File: config.mk
export PLATFORM = sky130hd
export DESIGN_NAME = cache_pmem_arbiter
export DESIGN_NICKNAME = d
export VERILOG_FILES = /design/src/rtl/cache_pmem_arbiter.sv
export SDC_FILE = /design/constraint.sdc
export NUM_CORES = 1
export LEC_CHECK = 0
export CORE_AREA = 2 2 324 326
export CTS_BUF_LIST = sky130_fd_sc_hd__clkbuf_16
export DETAILED_ROUTE_END_ITERATION = 10
export DIE_AREA = 0 0 326 328
export PLACE_DENSITY_LB_ADDON = 0.1
export SLEW_MARGIN = 20
export SYNTH_ARGS = -nofsm -noshare
export SYNTH_HDL_FRONTEND = slang
export SYNTH_SLANG_ARGS = --single-unit
File: constraint.sdc
create_clock -name clk -period 1.71 [get_ports clk]
set_clock_uncertainty 0.1 [all_clocks]
set_input_delay 0.171 -clock clk [delete_from_list [all_inputs] [get_ports clk]]
set_output_delay 0.171 -clock clk [all_outputs]
set_load 0.01 [all_outputs]
File: src/rtl/cache_pmem_arbiter.sv
`default_nettype none
// ============================================================================
// Module   : cache_pmem_arbiter
// Purpose  : Merges the I-cache and D-cache line-granular physical-memory
//            ports onto a single 128-bit memory port. One line transaction is
//            granted at a time. Its address, write data and operation are
//            latched at grant. Ties are broken round-robin. The memory
//            response is forwarded only to the side that owns the transaction.
// Ports    :
//   clk, rst_n                      clock, synchronous active-low reset
//   i_pmem_read/write/address/wdata I-cache request (in)
//   i_pmem_resp/rdata               I-cache response (out)
//   d_pmem_read/write/address/wdata D-cache request (in)
//   d_pmem_resp/rdata               D-cache response (out)
//   pmem_read/write/address/wdata   physical-memory request (out, registered)
//   pmem_resp/rdata                 physical-memory response (in)
// Revision : 1.0 - initial release
// ============================================================================
module cache_pmem_arbiter (
  input  logic         clk,
  input  logic         rst_n,
  // I-cache side
  input  logic         i_pmem_read,
  input  logic         i_pmem_write,
  input  logic [15:0]  i_pmem_address,
  input  logic [127:0] i_pmem_wdata,
  output logic         i_pmem_resp,
  output logic [127:0] i_pmem_rdata,
  // D-cache side
  input  logic         d_pmem_read,
  input  logic         d_pmem_write,
  input  logic [15:0]  d_pmem_address,
  input  logic [127:0] d_pmem_wdata,
  output logic         d_pmem_resp,
  output logic [127:0] d_pmem_rdata,
  // Physical memory side
  output logic         pmem_read,
  output logic         pmem_write,
  output logic [15:0]  pmem_address,
  output logic [127:0] pmem_wdata,
  input  logic         pmem_resp,
  input  logic [127:0] pmem_rdata
);

  typedef enum logic [1:0] {
    ST_IDLE    = 2'd0,
    ST_SERVE_I = 2'd1,
    ST_SERVE_D = 2'd2
  } state_t;

  state_t         r_state;
  state_t         w_state_next;
  logic           r_last_grant_d;  // 0: I-cache was granted last, 1: D-cache
  logic [15:0]    r_addr;
  logic [127:0]   r_wdata;
  logic           r_op_write;      // 1: write transaction, 0: read

  logic           w_i_pend;
  logic           w_d_pend;
  logic           w_grant_i;
  logic           w_grant_d;

  assign w_i_pend = i_pmem_read | i_pmem_write;
  assign w_d_pend = d_pmem_read | d_pmem_write;

  // Next-state and grant decode. Requests are only looked at in IDLE, so
  // requester activity during a transaction cannot disturb it.
  always_comb begin
    w_state_next = r_state;
    w_grant_i    = 1'b0;
    w_grant_d    = 1'b0;
    case (r_state)
      ST_IDLE: begin
        // D wins when it is alone or when I was the last side served.
        w_grant_d = w_d_pend & (~w_i_pend | ~r_last_grant_d);
        w_grant_i = w_i_pend & ~w_grant_d;
        if (w_grant_d) begin
          w_state_next = ST_SERVE_D;
        end else if (w_grant_i) begin
          w_state_next = ST_SERVE_I;
        end
      end
      ST_SERVE_I, ST_SERVE_D: begin
        if (pmem_resp) begin
          w_state_next = ST_IDLE;
        end
      end
      default: begin
        w_state_next = ST_IDLE;
      end
    endcase
  end

  always_ff @(posedge clk) begin
    if (!rst_n) begin
      r_state        <= ST_IDLE;
      r_last_grant_d <= 1'b0;
      r_addr         <= 16'd0;
      r_wdata        <= 128'd0;
      r_op_write     <= 1'b0;
    end else begin
      r_state <= w_state_next;
      // A write request dominates a simultaneous read from the same side.
      if (w_grant_d) begin
        r_last_grant_d <= 1'b1;
        r_addr         <= d_pmem_address;
        r_wdata        <= d_pmem_wdata;
        r_op_write     <= d_pmem_write;
      end else if (w_grant_i) begin
        r_last_grant_d <= 1'b0;
        r_addr         <= i_pmem_address;
        r_wdata        <= i_pmem_wdata;
        r_op_write     <= i_pmem_write;
      end
    end
  end

  // Memory-side drives come only from registered state and latches.
  assign pmem_read    = (r_state != ST_IDLE) & ~r_op_write;
  assign pmem_write   = (r_state != ST_IDLE) &  r_op_write;
  assign pmem_address = r_addr;
  assign pmem_wdata   = r_wdata;

  // Zero-cycle response pass-through to the owner only; a response in IDLE
  // reaches nobody.
  assign i_pmem_resp  = pmem_resp & (r_state == ST_SERVE_I);
  assign d_pmem_resp  = pmem_resp & (r_state == ST_SERVE_D);
  assign i_pmem_rdata = pmem_rdata;
  assign d_pmem_rdata = pmem_rdata;

endmodule
`default_nettype wire
==> out/metrics.yaml <==
run_status:
  run_status: "finished with violations"
  violations: "negative setup slack"
finish:
  syn_to_final_growth_pct: 93.3
  finalNonFillerCells: 2643
  layout.nets: 1675
  layout-drive-gt1-share_pct: 29.3
  nFillCells: 11500
  fin_area_mm2: 0.0170
clocking:
  h-tree-depth: 4
  cts_num_sinks: 148
  clkTransAtPathRegs_ps: 70
  cts_tree: "yes"
  root_buffer: "clkbuf_16"
  insertion_delay_ps: 510
  cts_buffers: 17
  clockBufferDepth: 2
place:
  dp_cells: 2540
  gp_congestion: 0.770
  placed_area_mm2: 0.0138
  port_buffers: 442
  hpwl_um: 51200
timing:
  final-hold-violation-count: 0
  period_minus_slack_ps: 1850
  finalWorstSetupSlack_ps: -138
  rsz0062_at_grt: "yes"
  setup_viol: 132
  finalMaxSlewViolations: 0
  timing.fmax_ghz: 0.541
  relSlewSlack_pct: 64.1
  tightest_slew_ps: 532
  period_share_pct: 108
power_and_ir_drop:
  intPower_mw: 12.3
  p_leak_nw: 6.12
  clkPwrFrac_pct: 20.7
  sw_frac_of_total_pct: 40.0
  switching_power_mw: 8.21
  powerDensity_mw_per_mm2: 1200
  total_power_mw: 20.5
  p_seq_share_pct: 24.4
  power_frac_comb_pct: 54.8
  max-vdd-ir-drop_uv: 781
synth:
  syn_area_mm2: 0.00881
  synth_cells: 980
  synth_nets: 1406
  ys_ff_latch: 148
  synth_cell_types: 27
  postSynthAreaPerCell_um2: 8.99
  yosysSeqAreaShare_pct: 33.6
  yosys_warnings: 0
worst_setup_path:
  critPathMaxFanout: 6
  required_ps: 2000
  slowest_delay_ps: 330
  crit_type: "flip-flop to flip-flop"
  crit_arrival_ps: 2140
  cpMaxStageDelayCell: "dfxtp_2"
  setup.worst_path.end_class: "flip-flop"
  worst_path_most_repeated_cell: "buf_12"
  crit_chain: "inv_2, ha_4, o41a_4, buf_12, nor2b_4, buf_12, buf_16, buf_12, buf_16, o2bb2ai_4"
  cp-start-kind: "flip-flop"
drt:
  avgRoutedWirePerCell_um: 27.2
  drt-vias-per-instance: 3.47
  num_vias: 9171
  routed_wl_um: 72000
  wl_met1_um: 25700
  route.met2.wl_um: 36400
  firstDrtPassIters: 5
  highest_layer: "met5"
  wl_met3_um: 7470
  detail-route-antenna-nets: 0
  initialDrtViolationCount: 364
  drc_errors: 0
job:
  cap_violations: 0
grt:
  grt-ovfl-total: 0
  grt_pass1_wl_um: 94200
  grt_max_degree: 42
  antenna_found_initial: 19
  globalRouteTotalUtil_pct: 13.0
  grt_pass1_vias: 10100
die:
  core_mm2: 0.103
  rows: 118
  start_util_pct: 8.54
  die_area_mm2: 0.107
  chipHeight_um: 328
  ioPinCount: 827
  dieWidth_um: 326
worst_hold_path:
  hold_class: "input pin to flip-flop"
## logic make-up (layout without fill, tap and decap cells)
kind of cell | after synthesis | in the layout | share of synthesized area [%]
AOI/OAI and AO/OA | 443 | 443 | 37.8
buffers and inverters | 370 | 651 | 27.3
DFF | 148 | 148 | 33.6
and+or+nand+nor | 16 | 16 | 0.923
adders and majority gates | 3 | 3 | 0.426
other | 0 | 2 | 0
## final cells by class
| class | count | area (µm²) | share of cell area, % |
|---|---|---|---|
| well taps | 1380 | 1730 | 10.1 |
| flip-flops and latches | 148 | 2970 | 17.4 |
| clock inverters | 14 | 164 | 0.962 |
| multi-input cells | 462 | 4680 | 27.5 |
| inverters | 3 | 11.3 | 0.0661 |
| diodes | 2 | 5.00 | 0.0294 |
| repair buffers | 617 | 7050 | 41.4 |
| clock buffers | 17 | 425 | 2.50 |
## cells in the mapped netlist (all sizes together)
| master | count | area (µm²) |
|---|---|---|
| a21boi | 1 | 7.51 |
| a21oi | 144 | 721 |
| a31oi | 1 | 6.26 |
| and2 | 2 | 12.5 |
| buf | 297 | 2130 |
| clkbuf | 70 | 263 |
| dfxtp | 148 | 2960 |
| ha | 3 | 37.5 |
| inv | 3 | 11.3 |
| nand2 | 4 | 15.0 |
| nand2b | 2 | 12.5 |
| nand3 | 1 | 5.00 |
| nor2 | 3 | 11.3 |
| nor2b | 4 | 25.0 |
| o2111a | 1 | 11.3 |
| o2111ai | 1 | 8.76 |
| o21a | 2 | 15.0 |
| o21ai | 2 | 13.8 |
| o22ai | 2 | 12.5 |
| o2bb2ai | 144 | 1260 |
| o311ai | 144 | 1260 |
| o41a | 1 | 11.3 |
## cell usage in the layout (no fill, tap or decap), types with 30 or more instances in the layout
master | Yosys | layout
o311ai_1 | 5 | 61
o311ai_0 | 139 | 53
buf_12 | 0 | 50
o2bb2ai_2 | 0 | 90
clkdlybuf4s50_1 | 0 | 293
a21oi_1 | 144 | 126
dlygate4sd2_1 | 0 | 141
buf_4 | 262 | 64
o2bb2ai_1 | 144 | 51
dfxtp_1 | 148 | 143
buf_16 | 0 | 30
## flip-flops by register name, summed over array words and instances (netlist names)
name            cells
r_op_write          1
r_last_grant_d      1
r_state             2
pmem_address       16
pmem_wdata        128
## routing by layer
metal	vias to the layer above	global-route usage, %
met5	-	0
met4	28	4.54
met3	99	6.71
met2	573	22.6
met1	4382	13.2
li1	4089	-
## worst max-delay path: cells and delay by family, from the launching register on
| family | cells | cell delay, ps |
|---|---|---|
| AO/OA/AOI/OAI | 2 | 320 |
| adder cells (fa/ha/maj) | 1 | 160 |
| buffers and inverters | 6 | 760 |
| flip-flops | 1 | 330 |
| AND/OR/NAND/NOR | 1 | 40 |
## worst paths after layout
kind                       start  slack (ps)              end  cells past startpoint
setup / recovery      r_state[0]        -140  pmem_wdata[116]                     10
hold / removal             rst_n          80       r_op_write                      3
setup reg to reg      r_state[0]        -140  pmem_wdata[116]                     10
hold reg to reg   pmem_wdata[54]         360   pmem_wdata[54]                      1
## power by group through the flow
stage | sequential, mW | combinational (mW) | clock, mW
6_report | 5.01 | 11.2 | 4.25
5_1_grt | 5.14 | 12.0 | 4.62
4_1_cts | 4.97 | 10.8 | 4.58
3_5_place_dp | 4.98 | 7.91 | 0
3_3_place_gp | 5.03 | 7.98 | 0
2_1_floorplan | 5.24 | 3.03 | 0
## metrics by stage
| stage | setup TNS [ps] | hold slack [ps] | utilization, % | setup slack (ps) |
|---|---|---|---|---|
| 3_5_place_dp | -77950 | 242 | 13.4 | -626 |
| 3_3_place_gp | -79250 | 242 | 13.4 | -602 |
| 4_1_cts | -14620 | 22.5 | 15.8 | -167 |
| 6_report | -10190 | 84.6 | 16.5 | -138 |
| 2_1_floorplan | 0 | 220 | - | 2.00 |
| 5_1_grt | -18770 | 56.5 | 16.5 | -199 |
## timing repair
| item | 4_1_cts | 5_1_grt |
|---|---|---|
| buffers inserted | 39 | 8 |
| gates resized for setup | 401 | 156 |
| setup endpoints to repair | 292 | 149 |
| pin swaps | 50 | 58 |
| gates cloned | 30 | 6 |
| hold buffers | 0 | 0 |
Note: power is estimated with default switching activity, not from simulation.
